[config.mk]
export PLATFORM = sky130hd
export DESIGN_NAME = reg_file_mp
export DESIGN_NICKNAME = d
export VERILOG_FILES = /design/src/rtl/reg_file_mp.sv
export SDC_FILE = /design/constraint.sdc
export NUM_CORES = 2
export LEC_CHECK = 0
export BUFFER_PORTS_ARGS = -buffer_cell sky130_fd_sc_hd__buf_2
export CORE_MARGIN = 2
export CORE_UTILIZATION = 45
export CTS_CLUSTER_SIZE = 16
export DETAILED_ROUTE_END_ITERATION = 12
export SETUP_SLACK_MARGIN = 0.5
export SYNTH_ARGS = -nofsm -noshare
export SYNTH_HDL_FRONTEND = slang
export SYNTH_SLANG_ARGS = --single-unit
[constraint.sdc]
create_clock -name clk -period 7.2 [get_ports clk]
set_input_delay 1.44 -clock clk [delete_from_list [all_inputs] [get_ports clk]]
set_output_delay 1.44 -clock clk [all_outputs]
set_load 0.01 [all_outputs]
[src/rtl/reg_file_mp.sv]
// reg_file_mp: parameterised multi-port register file for the decode stage.
//   - One byte-masked write port, NUM_RD asynchronous read ports.
//   - Optional hardwired zero entry (ZERO_REG) and write-to-read bypass (BYPASS).
//   - A clear engine zeroes every entry after reset and on clear_req. While it
//     runs, busy is high, all reads return 0, and writes and clear_req are ignored.
// Ports:
//   clk, rst_n            clock, async active-low reset
//   write, WR, WD, byte_en write enable, address, data, per-byte mask
//   RR / RD               packed read addresses / read data, port p at slice p
//   clear_req             one-cycle clear request (honoured in IDLE only)
//   busy                  registered, high while clearing
// DATA_W must be a multiple of 8. NUM_RD must be in the range 1..4.

// Per-port read lane: selects the stored value, the bypassed write value or zero.
module reg_file_mp_rd_lane #(
  parameter int ADDR_W   = 5,
  parameter int DATA_W   = 32,
  parameter int ZERO_REG = 1,
  parameter int BYPASS   = 1
) (
  input  logic              clearing,
  input  logic [ADDR_W-1:0] rd_addr,
  input  logic [DATA_W-1:0] rd_stored,
  input  logic              wr_fire,
  input  logic [ADDR_W-1:0] wr_addr,
  input  logic [DATA_W-1:0] wr_merged,
  output logic [DATA_W-1:0] rd_data
);
  logic is_zero, hit;

  assign is_zero = (ZERO_REG != 0) && (rd_addr == '0);
  assign hit     = (BYPASS != 0) && wr_fire && (rd_addr == wr_addr);

  // Zero beats bypass: the zero entry reads 0 even when it is the write target.
  always_comb begin
    rd_data = rd_stored;
    if (clearing || is_zero) rd_data = '0;
    else if (hit)            rd_data = wr_merged;
  end
endmodule

module reg_file_mp #(
  parameter int DATA_W   = 32,
  parameter int ADDR_W   = 5,
  parameter int NUM_RD   = 2,
  parameter int ZERO_REG = 1,
  parameter int BYPASS   = 1
) (
  input  logic                     clk,
  input  logic                     rst_n,
  input  logic                     write,
  input  logic [ADDR_W-1:0]        WR,
  input  logic [DATA_W-1:0]        WD,
  input  logic [DATA_W/8-1:0]      byte_en,
  input  logic [NUM_RD*ADDR_W-1:0] RR,
  output logic [NUM_RD*DATA_W-1:0] RD,
  input  logic                     clear_req,
  output logic                     busy
);
  localparam int DEPTH = 1 << ADDR_W;
  localparam int NB    = DATA_W / 8;

  typedef enum logic {S_CLEAR, S_IDLE} state_t;

  typedef struct packed {
    logic              en;
    logic [ADDR_W-1:0] addr;
    logic [DATA_W-1:0] data;
  } wr_req_t;

  state_t            state, state_nxt;
  logic [ADDR_W-1:0] clr_idx, clr_idx_nxt;
  logic [DATA_W-1:0] mem [DEPTH];
  logic [DATA_W-1:0] wr_cur, wr_merged;
  logic              clearing;
  wr_req_t           wr;

  assign clearing = (state == S_CLEAR);

  // Byte merge of the incoming write with the current entry contents; this is
  // both what gets stored and what a bypassed read sees.
  assign wr_cur = mem[WR];
  for (genvar b = 0; b < NB; b++) begin : g_merge
    assign wr_merged[8*b +: 8] = byte_en[b] ? WD[8*b +: 8] : wr_cur[8*b +: 8];
  end

  // clear_req wins over a same-cycle write; writes to the zero entry never land.
  assign wr.en   = !clearing && write && !clear_req &&
                   !((ZERO_REG != 0) && (WR == '0));
  assign wr.addr = WR;
  assign wr.data = wr_merged;

  // Clear engine FSM
  always_comb begin
    state_nxt   = state;
    clr_idx_nxt = clr_idx;
    case (state)
      S_CLEAR: begin
        clr_idx_nxt = clr_idx + ADDR_W'(1);   // wraps to 0 after the last entry
        if (clr_idx == '1) state_nxt = S_IDLE;
      end
      S_IDLE: begin
        if (clear_req) begin
          state_nxt   = S_CLEAR;
          clr_idx_nxt = '0;
        end
      end
      default: begin
        state_nxt   = S_CLEAR;
        clr_idx_nxt = '0;
      end
    endcase
  end

  always_ff @(posedge clk or negedge rst_n) begin
    if (!rst_n) begin
      state   <= S_CLEAR;
      clr_idx <= '0;
      busy    <= 1'b1;
    end else begin
      state   <= state_nxt;
      clr_idx <= clr_idx_nxt;
      busy    <= (state_nxt == S_CLEAR);
    end
  end

  // Storage is not reset; the clear engine is what initialises it.
  always_ff @(posedge clk) begin
    if (clearing)   mem[clr_idx] <= '0;
    else if (wr.en) mem[wr.addr] <= wr.data;
  end

  for (genvar p = 0; p < NUM_RD; p++) begin : g_rd
    reg_file_mp_rd_lane #(
      .ADDR_W(ADDR_W), .DATA_W(DATA_W), .ZERO_REG(ZERO_REG), .BYPASS(BYPASS)
    ) u_lane (
      .clearing (clearing),
      .rd_addr  (RR[p*ADDR_W +: ADDR_W]),
      .rd_stored(mem[RR[p*ADDR_W +: ADDR_W]]),
      .wr_fire  (wr.en),
      .wr_addr  (wr.addr),
      .wr_merged(wr.data),
      .rd_data  (RD[p*DATA_W +: DATA_W])
    );
  end
endmodule

==> flow_metrics.tcl <==
set metrics [dict create \
    hold_violations 0 \
    ys_types 52 \
    clock_path_buffers 3 \
    ys_ff_latch 1031 \
    cap_violations 0 \
    cts.sinks 1031 \
    synth_compound_area_frac 0.05006 \
    syn_nets 3252 \
    ys_top_cells_by_area "edfxtp_1, mux4_2, mux2i_1, o22ai_1, buf_2" \
    finalNetCount 3327 \
    leakagePower_nw 21.17 \
    routedWlPerCell_um 40.78 \
    drive_gt1_frac 0.3971 \
    crit_fanout 105 \
    pwr-share-seq 0.446 \
    async_flop_share 0.006790 \
    min_period_ps 6360 \
    slowest_stage "o311a_2" \
    synthSimpleGateAreaFrac 0.03094 \
    synth_edf_count 1024 \
    finalWirelength_um 205000 \
    yosysMostFrequentCell "edfxtp_1" \
    cp-start-kind "input port" \
    synth_adder_area_share 0.0004325 \
    synth_top_area_cell "edfxtp_1" \
    timing.fmax_ghz 0.1572 \
    cts_hold_buf 0 \
    cp-end-kind "primary output" \
    fin_crit_sh 0.8833 \
    drt-met1-wl_um 72500 \
    htree_levels 3 \
    yosysSeqAreaShare 0.5345 \
    clk_pin_slew_ps 70 \
    p_per_area_nw_per_um2 268.9 \
    p_total_mw 17.42 \
    p_switching_mw 5.169 \
    crit_chain "buf_8 > buf_12 > xnor2_1 > nand3_1 > or4_4 > o311a_2 > buf_4 > nand3_1 > o21ai_0 > buf_2" \
    rsz0062_at_grt "no" \
    synth_ff_type "edfxtp_1" \
    dp_slack_ps 966.1 \
    ioPinCount 120 \
    grt_max_degree 106 \
    criticalPathCategory "input port to primary output" \
    tns_ps 0 \
    dr.pass1.iters 6 \
    rows 131 \
    cpPeakStageDelay_ps 830 \
    ys_warn_count 0 \
    drc 0 \
    gr-total-overflow 0 \
    p_int_mw 12.25 \
    port-buffer-count 119 \
    cts_buffers 110 \
    relSlewSlack 0.1704 \
    p_comb_frac 0.210 \
    area_growth_pct 11.96 \
    fill_cells 10120 \
    p_clk_frac 0.344 \
    slew_viol_final 0 \
    crit_top_cell "nand3_1" \
    met2WireLength_um 95700 \
    ir_drop_mv 0.2763 \
    top_layer "met4" \
    grt_pass1_vias 38390 \
    status "complete, no violations" \
    clock_latency_ps 750 \
    drt_iter0_markers 5532 \
    antenna_found_initial 1 \
    dp_hpwl_um 119100 \
    cts_tree "built" \
    worstPathArrival_ps 4920 \
    final-setup-viol-count 0 \
    grt_use_total 0.3126 \
    die_h_um 362.6 \
    skew_ps 35.34 \
    drtAntennaViolNets 0 \
    via_per_inst 7.518 \
    synthXorXnorAreaFrac 0.001816 \
    synth_top_area_share 0.5314 \
    initial_core_util 0.4537 \
    grt_pass1_wl_um 290400 \
    postCtsSetupBuffers 0 \
    gp_congestion 0.8787 \
    worst_slack_ps 840.2 \
    cp.required_ps 5760 \
    die-area_um2 131500 \
    wl_met3_um 24320 \
    switching_share 0.2967 \
    syn_area_um2 57860 \
    clock-root-buffer "clkbuf_16" \
    synth_mux_area_frac 0.3566 \
    fp.coreArea_um2 127500 \
    ys_top_cells_by_count "edfxtp_1, mux4_2, mux2i_1" \
    postCtsResizedCells 0 \
    syn-mean-instance-area_um2 18.11 \
    vias 37790 \
    tightestPinTransition_ps 1240 \
    synth_top_family_by_area "multiplexers" \
    die_w_um 362.6 \
    postSynthCellCount 3195 \
    hp-class "input port to asynchronous set/reset pin" \
]
## cell usage in the layout (no fill, tap or decap), drive strengths merged, types with 8 or more instances in the layout
cell	synthesis	routed
inv	6	12
clkinv	0	50
bufinv	0	19
a21oi	33	33
nor2	73	73
a22oi	41	41
nor3	8	8
nand2b	27	27
edfxtp	1024	1024
o22ai	133	133
mux4	815	815
a31oi	11	11
mux2i	222	222
o21ai	65	65
nor4	32	32
a41oi	20	20
clkbuf	128	125
nand3	75	75
buf	181	272
o21a	52	52
o211ai	61	61
nand2	116	116
xnor2	8	8
## final cells by class
type | instances | area, um2 | share of cell area
Sequential cell | 1031 | 30930 | 0.4774
Multi-Input combinational cell | 1849 | 25760 | 0.3977
Clock buffer | 125 | 2851 | 0.04402
Timing Repair Buffer | 272 | 2241 | 0.03459
Tap cell | 1662 | 2079 | 0.03210
Clock inverter | 79 | 893.4 | 0.01379
Inverter | 6 | 22.52 | 0.0003477
Antenna cell | 2 | 5.005 | 0.00007726
## metrics by stage
| stage | utilization | hold WS [ps] | cells | cell area (um2) |
|---|---|---|---|---|
| 2_1_floorplan | - | 493.8 | 3195 | 57860 |
| 3_3_place_gp | 0.4786 | 524.0 | 4820 | 61030 |
| 3_5_place_dp | 0.4786 | 548.6 | 4820 | 61030 |
| 4_1_cts | 0.5080 | 494.4 | 5024 | 64780 |
| 5_1_grt | 0.5080 | 528.7 | 5024 | 64780 |
| 6_report | 0.5080 | 537.0 | 5026 | 64780 |
## final timing paths
kind                                 start         end  slack, ps  cells after the start
worst max-delay path                 WR[2]       RD[9]        840                     10
worst min-delay path                 rst_n  clr_idx[3]        540                      1
worst max register to register       state  mem[4][28]       2850                      8
worst min register to register  clr_idx[0]  clr_idx[0]        570                      1
max in group asynchronous            rst_n        busy       6430                      1
min in group clk                clr_idx[0]  clr_idx[0]        570                      1
## layer usage
metal  GRT usage  vias up
met2      0.4880     2969
met4      0.1691        0
met5           0        -
li1            -    14230
met3     0.07456      622
met1      0.4073    19960
## registers in the layout, summed over array words and instances, names as in the netlist
name,count
clr_idx,5
mem,1024
busy,1
state,1
## critical path: cells and delay by family
family / cells / cell delay [ps]
compound gates: 2 / 1020
buf+inv: 4 / 1600
xor+xnor: 1 / 150
simple gates: 3 / 550
## power by group through the flow
stage,Combinational [mW],Clock [mW],Sequential [mW]
6_report,3.67,5.99,7.76
5_1_grt,3.76,6.27,7.82
4_1_cts,3.62,6.05,7.75
3_5_place_dp,3.61,0,7.87
3_3_place_gp,3.58,0,7.81
2_1_floorplan,2.12,0,7.72
## cell families after synthesis
family,Yosys count
AND/OR/NAND/NOR,358
adder cells (fa/ha/maj),2
flip-flops,1031
AO/OA/AOI/OAI,435
multiplexers,1042
XOR/XNOR,12
buffers and inverters,315
No activity file was read; power rests on OpenSTA's default activity.
